**src/rtl/simmem_delay_scheduler_if.sv**
```systemverilog
// Request/release handshake bundle for the simulated-memory delay scheduler.
// The scheduler connects to the slave modport; the request source and release sink use master.
interface simmem_delay_scheduler_if #(
  parameter int unsigned NumSlots     = 8,
  parameter int unsigned IDWidth      = 4,
  parameter int unsigned CounterWidth = 8
);
  localparam int unsigned SlotWidth = $clog2(NumSlots);

  logic                    addr_valid_i;
  logic                    addr_ready_o;
  logic [IDWidth-1:0]      addr_id_i;
  logic [CounterWidth-1:0] addr_delay_i;
  logic                    release_valid_o;
  logic                    release_ready_i;
  logic [IDWidth-1:0]      release_id_o;
  logic [SlotWidth-1:0]    release_slot_o;

  modport master (
    output addr_valid_i, addr_id_i, addr_delay_i, release_ready_i,
    input  addr_ready_o, release_valid_o, release_id_o, release_slot_o
  );

  modport slave (
    input  addr_valid_i, addr_id_i, addr_delay_i, release_ready_i,
    output addr_ready_o, release_valid_o, release_id_o, release_slot_o
  );
endinterface

```
**src/rtl/simmem_delay_scheduler.sv**
```systemverilog
// Per-request delay scheduler: slots count down, then are released oldest-first with same-ID ordering.
// Optional macro SIMMEM_SCHED_STALL_STATS_EN enables the saturating release-backpressure counter.
module simmem_delay_scheduler #(
  parameter int unsigned NumSlots     = 8,
  parameter int unsigned IDWidth      = 4,
  parameter int unsigned CounterWidth = 8
) (
  input  logic                            clk_i,
  input  logic                            rst_i,
  simmem_delay_scheduler_if.slave         bus,
  output logic [$clog2(NumSlots+1)-1:0]   num_pending_o,
  output logic [31:0]                     stall_cnt_o
);
  localparam int unsigned SlotWidth = $clog2(NumSlots);
  localparam int unsigned PendWidth = $clog2(NumSlots + 1);

  typedef enum logic [1:0] {
    SLOT_FREE     = 2'd0,
    SLOT_COUNTING = 2'd1,
    SLOT_ELIGIBLE = 2'd2
  } slot_state_e;

  slot_state_e             state_q [NumSlots];
  slot_state_e             state_d [NumSlots];
  logic [CounterWidth-1:0] cnt_q   [NumSlots];
  logic [CounterWidth-1:0] cnt_d   [NumSlots];
  logic [IDWidth-1:0]      id_q    [NumSlots];
  logic [IDWidth-1:0]      id_d    [NumSlots];
  logic [NumSlots-1:0]     older_q [NumSlots];
  logic [NumSlots-1:0]     older_d [NumSlots];

  logic [NumSlots-1:0]  occupied_s;
  logic [NumSlots-1:0]  eligible_s;
  logic [NumSlots-1:0]  candidate_s;
  logic [NumSlots-1:0]  grant_s;
  logic [SlotWidth-1:0] grant_idx_s;
  logic [SlotWidth-1:0] acc_idx_s;
  logic [PendWidth-1:0] pending_s;
  logic                 addr_ready_s;
  logic                 release_valid_s;
  logic                 accept_s;
  logic                 release_fire_s;

  // A candidate has no older occupied slot of the same ID; the grant is the candidate with no older candidate.
  always_comb begin
    occupied_s   = '0;
    eligible_s   = '0;
    candidate_s  = '0;
    grant_s      = '0;
    grant_idx_s  = '0;
    acc_idx_s    = '0;
    pending_s    = '0;
    for (int i = 0; i < NumSlots; i++) begin
      occupied_s[i] = (state_q[i] != SLOT_FREE);
      eligible_s[i] = (state_q[i] == SLOT_ELIGIBLE);
      pending_s     = pending_s + PendWidth'(occupied_s[i]);
    end
    for (int i = 0; i < NumSlots; i++) begin
      candidate_s[i] = eligible_s[i];
      for (int j = 0; j < NumSlots; j++) begin
        if (j != i && occupied_s[j] && (id_q[j] == id_q[i]) && older_q[j][i]) begin
          candidate_s[i] = 1'b0;
        end else begin
          candidate_s[i] = candidate_s[i];
        end
      end
    end
    for (int i = 0; i < NumSlots; i++) begin
      grant_s[i] = candidate_s[i];
      for (int j = 0; j < NumSlots; j++) begin
        if (j != i && candidate_s[j] && older_q[j][i]) begin
          grant_s[i] = 1'b0;
        end else begin
          grant_s[i] = grant_s[i];
        end
      end
    end
    for (int i = 0; i < NumSlots; i++) begin
      if (grant_s[i]) begin
        grant_idx_s = SlotWidth'(i);
      end else begin
        grant_idx_s = grant_idx_s;
      end
    end
    for (int i = NumSlots - 1; i >= 0; i--) begin
      if (!occupied_s[i]) begin
        acc_idx_s = SlotWidth'(i);
      end else begin
        acc_idx_s = acc_idx_s;
      end
    end
    addr_ready_s    = ~(&occupied_s);
    release_valid_s = |candidate_s;
    accept_s        = bus.addr_valid_i & addr_ready_s;
    release_fire_s  = release_valid_s & bus.release_ready_i;
  end

  assign bus.addr_ready_o    = addr_ready_s;
  assign bus.release_valid_o = release_valid_s;
  assign bus.release_id_o    = release_valid_s ? id_q[grant_idx_s] : {IDWidth{1'b0}};
  assign bus.release_slot_o  = grant_idx_s;
  assign num_pending_o       = pending_s;

  // Per-slot FSM, countdown and age-matrix update for the accept/release of this cycle.
  always_comb begin
    state_d = state_q;
    cnt_d   = cnt_q;
    id_d    = id_q;
    older_d = older_q;
    for (int i = 0; i < NumSlots; i++) begin
      case (state_q[i])
        SLOT_FREE: begin
          if (accept_s && (acc_idx_s == SlotWidth'(i))) begin
            id_d[i]  = bus.addr_id_i;
            cnt_d[i] = bus.addr_delay_i;
            if (bus.addr_delay_i == {CounterWidth{1'b0}}) begin
              state_d[i] = SLOT_ELIGIBLE;
            end else begin
              state_d[i] = SLOT_COUNTING;
            end
          end else begin
            state_d[i] = SLOT_FREE;
          end
        end
        SLOT_COUNTING: begin
          if (cnt_q[i] <= {{(CounterWidth-1){1'b0}}, 1'b1}) begin
            state_d[i] = SLOT_ELIGIBLE;
            cnt_d[i]   = {CounterWidth{1'b0}};
          end else begin
            cnt_d[i]   = cnt_q[i] - {{(CounterWidth-1){1'b0}}, 1'b1};
          end
        end
        SLOT_ELIGIBLE: begin
          if (release_fire_s && (grant_idx_s == SlotWidth'(i))) begin
            state_d[i] = SLOT_FREE;
          end else begin
            state_d[i] = SLOT_ELIGIBLE;
          end
        end
        default: begin
          state_d[i] = SLOT_FREE;
          cnt_d[i]   = {CounterWidth{1'b0}};
        end
      endcase
    end
    // A newly accepted slot is younger than everything currently occupied.
    if (accept_s) begin
      for (int j = 0; j < NumSlots; j++) begin
        older_d[j][acc_idx_s] = occupied_s[j];
      end
      older_d[acc_idx_s] = {NumSlots{1'b0}};
    end else begin
      older_d = older_d;
    end
  end

  // Slot state registers; reset discards every slot, including any handshake in the reset cycle.
  always_ff @(posedge clk_i) begin
    if (rst_i) begin
      for (int i = 0; i < NumSlots; i++) begin
        state_q[i] <= SLOT_FREE;
        cnt_q[i]   <= {CounterWidth{1'b0}};
        id_q[i]    <= {IDWidth{1'b0}};
        older_q[i] <= {NumSlots{1'b0}};
      end
    end else begin
      state_q <= state_d;
      cnt_q   <= cnt_d;
      id_q    <= id_d;
      older_q <= older_d;
    end
  end

`ifdef SIMMEM_SCHED_STALL_STATS_EN
  logic [31:0] stall_q;
  logic [31:0] stall_d;

  // Saturating count of cycles where a grant waits on the downstream bank.
  always_comb begin
    if (release_valid_s && !bus.release_ready_i && (stall_q != 32'hFFFF_FFFF)) begin
      stall_d = stall_q + 32'd1;
    end else begin
      stall_d = stall_q;
    end
  end

  // Stall counter register.
  always_ff @(posedge clk_i) begin
    if (rst_i) begin
      stall_q <= 32'd0;
    end else begin
      stall_q <= stall_d;
    end
  end

  assign stall_cnt_o = stall_q;
`else
  assign stall_cnt_o = 32'd0;
`endif

endmodule

```
**src/flat_wrapper.sv**
```systemverilog
// flat-port wrapper written by rule: the top's interface ports become plain ports
module simmem_delay_scheduler_flat 
#(
  parameter int unsigned NumSlots     = 8,
  parameter int unsigned IDWidth      = 4,
  parameter int unsigned CounterWidth = 8
)
  (clk_i, rst_i, num_pending_o, stall_cnt_o, bus_addr_valid_i, bus_addr_id_i, bus_addr_delay_i, bus_release_ready_i, bus_addr_ready_o, bus_release_valid_o, bus_release_id_o, bus_release_slot_o);
  simmem_delay_scheduler_if #(.NumSlots(NumSlots), .IDWidth(IDWidth), .CounterWidth(CounterWidth)) bus_i ();
  input  logic clk_i;
  input  logic rst_i;
  output logic [$clog2(NumSlots+1)-1:0] num_pending_o;
  output logic [31:0] stall_cnt_o;
  input wire logic [$bits(bus_i.addr_valid_i)-1:0] bus_addr_valid_i;
  input wire logic [$bits(bus_i.addr_id_i)-1:0] bus_addr_id_i;
  input wire logic [$bits(bus_i.addr_delay_i)-1:0] bus_addr_delay_i;
  input wire logic [$bits(bus_i.release_ready_i)-1:0] bus_release_ready_i;
  output wire logic [$bits(bus_i.addr_ready_o)-1:0] bus_addr_ready_o;
  output wire logic [$bits(bus_i.release_valid_o)-1:0] bus_release_valid_o;
  output wire logic [$bits(bus_i.release_id_o)-1:0] bus_release_id_o;
  output wire logic [$bits(bus_i.release_slot_o)-1:0] bus_release_slot_o;
  assign bus_i.addr_valid_i = bus_addr_valid_i;
  assign bus_i.addr_id_i = bus_addr_id_i;
  assign bus_i.addr_delay_i = bus_addr_delay_i;
  assign bus_i.release_ready_i = bus_release_ready_i;
  assign bus_addr_ready_o = bus_i.addr_ready_o;
  assign bus_release_valid_o = bus_i.release_valid_o;
  assign bus_release_id_o = bus_i.release_id_o;
  assign bus_release_slot_o = bus_i.release_slot_o;
  simmem_delay_scheduler #(.NumSlots(NumSlots), .IDWidth(IDWidth), .CounterWidth(CounterWidth)) u_core (.clk_i(clk_i), .rst_i(rst_i), .bus(bus_i), .num_pending_o(num_pending_o), .stall_cnt_o(stall_cnt_o));
endmodule
```
**config.mk**
```make
export PLATFORM = sky130hd
export DESIGN_NAME = simmem_delay_scheduler_flat
export DESIGN_NICKNAME = d
export VERILOG_FILES = /design/src/rtl/simmem_delay_scheduler_if.sv /design/src/rtl/simmem_delay_scheduler.sv /design/src/flat_wrapper.sv
export SDC_FILE = /design/constraint.sdc
export NUM_CORES = 1
export LEC_CHECK = 0
export BUFFER_PORTS_ARGS = -buffer_cell sky130_fd_sc_hd__buf_2
export CAP_MARGIN = 20
export CELL_PAD_IN_SITES_DETAIL_PLACEMENT = 0
export CELL_PAD_IN_SITES_GLOBAL_PLACEMENT = 1
export CORE_UTILIZATION = 47
export CTS_CLUSTER_SIZE = 40
export DETAILED_ROUTE_END_ITERATION = 6
export PLACE_DENSITY_LB_ADDON = 0.1
export SLEW_MARGIN = 20
export SYNTH_ARGS = -nofsm -noshare
export SYNTH_HDL_FRONTEND = slang
export SYNTH_SLANG_ARGS = --single-unit
export TNS_END_PERCENT = 10
```
**constraint.sdc**
```tcl
create_clock -name clk_i -period 5.7 [get_ports clk_i]
set_clock_uncertainty 0.15 [all_clocks]
set_input_delay 1.14 -clock clk_i [delete_from_list [all_inputs] [get_ports clk_i]]
set_output_delay 1.14 -clock clk_i [all_outputs]
set_load 0.01 [all_outputs]
```
==> metrics.csv <==
stage,metric,value,unit
cells_and_area,cell area after layout,11700,um^2
cts,CTS Buf Count,17,
cts,Clock Tree Buf Depth,2,
yosys,top_reg_cell synth,dfxtp_1,
sta,Slew @ Worst Pin,1.06,ns
power,Pwr per Cell Area,275,nW/um^2
job,Max-Cap Viols,0,
route,drt wl/cell,22.0,um
worst_setup_path,CP max stage delay,0.68,ns
route,Starting DRT DRC Count,849,
route,DRC Markers,0,
hold_path,hold crit path type,reg -> reg,
yosys,Post-Synthesis Cells,1371,
cells_and_area,area delta synth->final,5.09,%
yosys,Cell variety after synth,67,
yosys,most frequent cell after synthesis,dfxtp_1,
place,Final HPWL DP,26.2,mm
cts,Clock Pin Slew Worst Setup and Hold Paths,0.07,ns
yosys,Synth Cell Area,11200,um^2
cells_and_area,layout cell share with drive strength beyond 1,9.90,%
yosys,Post-synth EDFFs,0,
global_route,initial antenna violation count,1,
place,IO buf count,28,
sta,RSZ-0062 raised after global routing,no,
sta,setup ws final,0.313,ns
global_route,first-pass GRT wire length,56.9,mm
global_route,GRT Total Usage,30.7,%
worst_setup_path,WP data arrival,4.10,ns
route,Routed WL,36.4,mm
cts,TritonCTS clock tree,built,
global_route,total grt overflow,0,
cts,Setup Buffers After CTS,0,
yosys,Post-synth ARST share,0,%
worst_setup_path,crit-path cells,"xnor2_1, nand4_1, o22ai_1, nor4_4, nor4b_2, and3_4, o211ai_4, a21oi_4, inv_2, a211oi_1, o211ai_1, buf_2",
sta,setup TNS,0,ns
route,post-route ant nets,0,
worst_setup_path,CP max stage cell,dfxtp_1,
floorplanning,die width,156,um
power,Leak,4.15,nW
yosys,sequential share of the synthesized area,30.2,%
sta,fin crit share,94.5,%
global_route,vias in the first global route,9324,
route,1st-pass router iterations,6,
route,total number of vias,9978,
place,RD Place Congestion,1.03,
sta,Final Hold Fails,0,
cts,# hold bufs at CTS,0,
yosys,synthesized area per cell,8.13,um^2
cells_and_area,# diodes,0,
global_route,largest net degree at the start of global routing,90,
sta,final setup vio count,0,
sta,Tmin final,5.39,ns
cts,H-tree levels,4,
cts,CTS sink cnt,168,
worst_setup_path,CP bufs+invs,2,
cells_and_area,area of the multi-input gates,6920,um^2
worst_setup_path,critical path data required time,4.41,ns
sta,Max Slew Vio Count,0,
cts,# resized after CTS,0,
yosys,dominant cell type by area after synthesis,dfxtp_1,
worst_setup_path,CP max FO,17,
sta,worst rel slew slack,28.3,%
worst_setup_path,critical path type,reg -> out,
cts,"Clk Latency, worst-skew pair",0.43,ns
place,dpl ws,0.858,ns
cells_and_area,fill count,2312,
floorplanning,Core Area,23000,um^2
power,Worst VDD drop,0.164,mV
worst_setup_path,startpoint types,register,
yosys,number of synthesized register bits,168,
worst_setup_path,"CP delay by family, top",simple AND/OR/NAND/NOR gates,
yosys,synth warn,0,
worst_setup_path,Critical Path Sink Type,primary output,
floorplanning,Starting Density,48.5,%
sta,Max Freq,186,MHz
cts,Root Driver,clkbuf_16,
cells_and_area,post-layout util,51.0,%
yosys,most common library cells after synthesis,"dfxtp_1 (168), nor2_1 (154), xnor2_1 (149)",
run_status,status,"finished, final reports clean",
yosys,top post-synthesis cells by area,"dfxtp_1 (30%), xnor2_1 (12%), nor2_1 (5.2%)",
cells_and_area,Final nets,1370,
yosys,Synth top area share,30.2,%
place,placed instance area,11100,um^2
cells_and_area,register area,3360,um^2
floorplanning,row count,55,
route,Via density,6.02,
floorplanning,die area,24300,um^2
floorplanning,Top-Level Pins,61,
floorplanning,Die Ht,156,um
-- tightest hold or removal path: stages (launching register included) --
cell,delay [ns]
dfxtp_1,0.31
nor2_1,0.10
a211oi_1,0.05
-- flip-flops by register name, indices dropped and copies added (netlist names) --
name,flops
u_core.older_q,56
u_core.cnt_q,64
u_core.id_q,32
u_core.state_q,16
-- logic make-up (layout without fill, tap and decap cells) --
kind of cell | Yosys count | after routing | synth area share (%)
and+or+nand+nor | 471 | 471 | 21.8
AOI/OAI and AO/OA | 355 | 355 | 22.4
buffers and inverters | 180 | 122 | 9.04
DFF | 168 | 168 | 30.2
xor gates and xnor gates | 160 | 160 | 12.6
adders and majority gates | 23 | 23 | 2.85
muxes | 13 | 13 | 1.17
other | 1 | 32 | 0.0336
-- cell usage in the layout (no fill, tap or decap), types with 5 or more instances in the layout --
cell,n
o211ai_1,11
a21oi_1,69
o21ai_0,28
nor4_1,22
nor2b_1,14
nor4_4,8
nand3_1,7
a22oi_1,66
nor4b_1,8
xor2_1,11
clkbuf_16,17
buf_2,27
a2111oi_0,20
buf_4,12
nand2b_1,14
or4_1,8
o22ai_1,62
nand2_2,5
or2_2,9
a211oi_1,18
mux2i_1,13
a21boi_0,6
nand4_1,33
nor3_1,37
ha_1,19
o22a_1,7
nand2_1,125
conb_1,32
nor2_1,153
inv_2,8
o21a_1,26
o41ai_1,6
inv_1,41
xnor2_1,149
o31ai_1,9
dfxtp_1,168
-- final cells by class --
cell class | instances | area share (%)
clock buffers | 20 | 3.90
clock inverters | 12 | 1.41
inverters | 51 | 1.68
multi-input cells | 1054 | 59.1
flip-flops and latches | 168 | 28.7
well taps | 313 | 3.34
repair buffers | 39 | 1.92
-- routing by layer --
layer / GRT usage, % / share of wire (%) / vias to the layer above
li1: - / - / 4738
met1: 41.2 / 44 / 4781
met2: 50.1 / 46 / 385
met5: 0 / 0.036 / -
met3: 4.61 / 6.3 / 72
met4: 10.1 / 2.9 / 2
-- metrics by stage --
stage,hold slack [ns],cells,total power [mW]
3_3_place_gp,0.338,1625,1.99
2_1_floorplan,0.300,1402,1.84
6_report,0.355,1657,3.22
3_5_place_dp,0.345,1625,1.99
4_1_cts,0.355,1657,3.23
5_1_grt,0.376,1657,3.35
-- where the power goes --
part	internal (mW)	leakage, nW	switching (mW)
Combinational	0.239	2.50	0.409
Clock	0.721	0.293	0.527
Sequential	1.23	1.36	0.0933
Total	2.19	4.15	1.03
-- worst paths after layout --
path / from / slack, ns / cells after the start / end
max: u_core.id_q[20]$_SDFFE_PP0P_ / 0.31 / 12 / bus_release_id_o[0]
min: u_core.older_q[8]$_SDFFE_PP0P_ / 0.35 / 2 / u_core.older_q[8]$_SDFFE_PP0P_
max reg2reg: u_core.id_q[20]$_SDFFE_PP0P_ / 1.45 / 11 / u_core.state_q[11]$_SDFFE_PP0P_
min reg2reg: u_core.older_q[8]$_SDFFE_PP0P_ / 0.35 / 2 / u_core.older_q[8]$_SDFFE_PP0P_
Power figures use the tool's default switching activity.
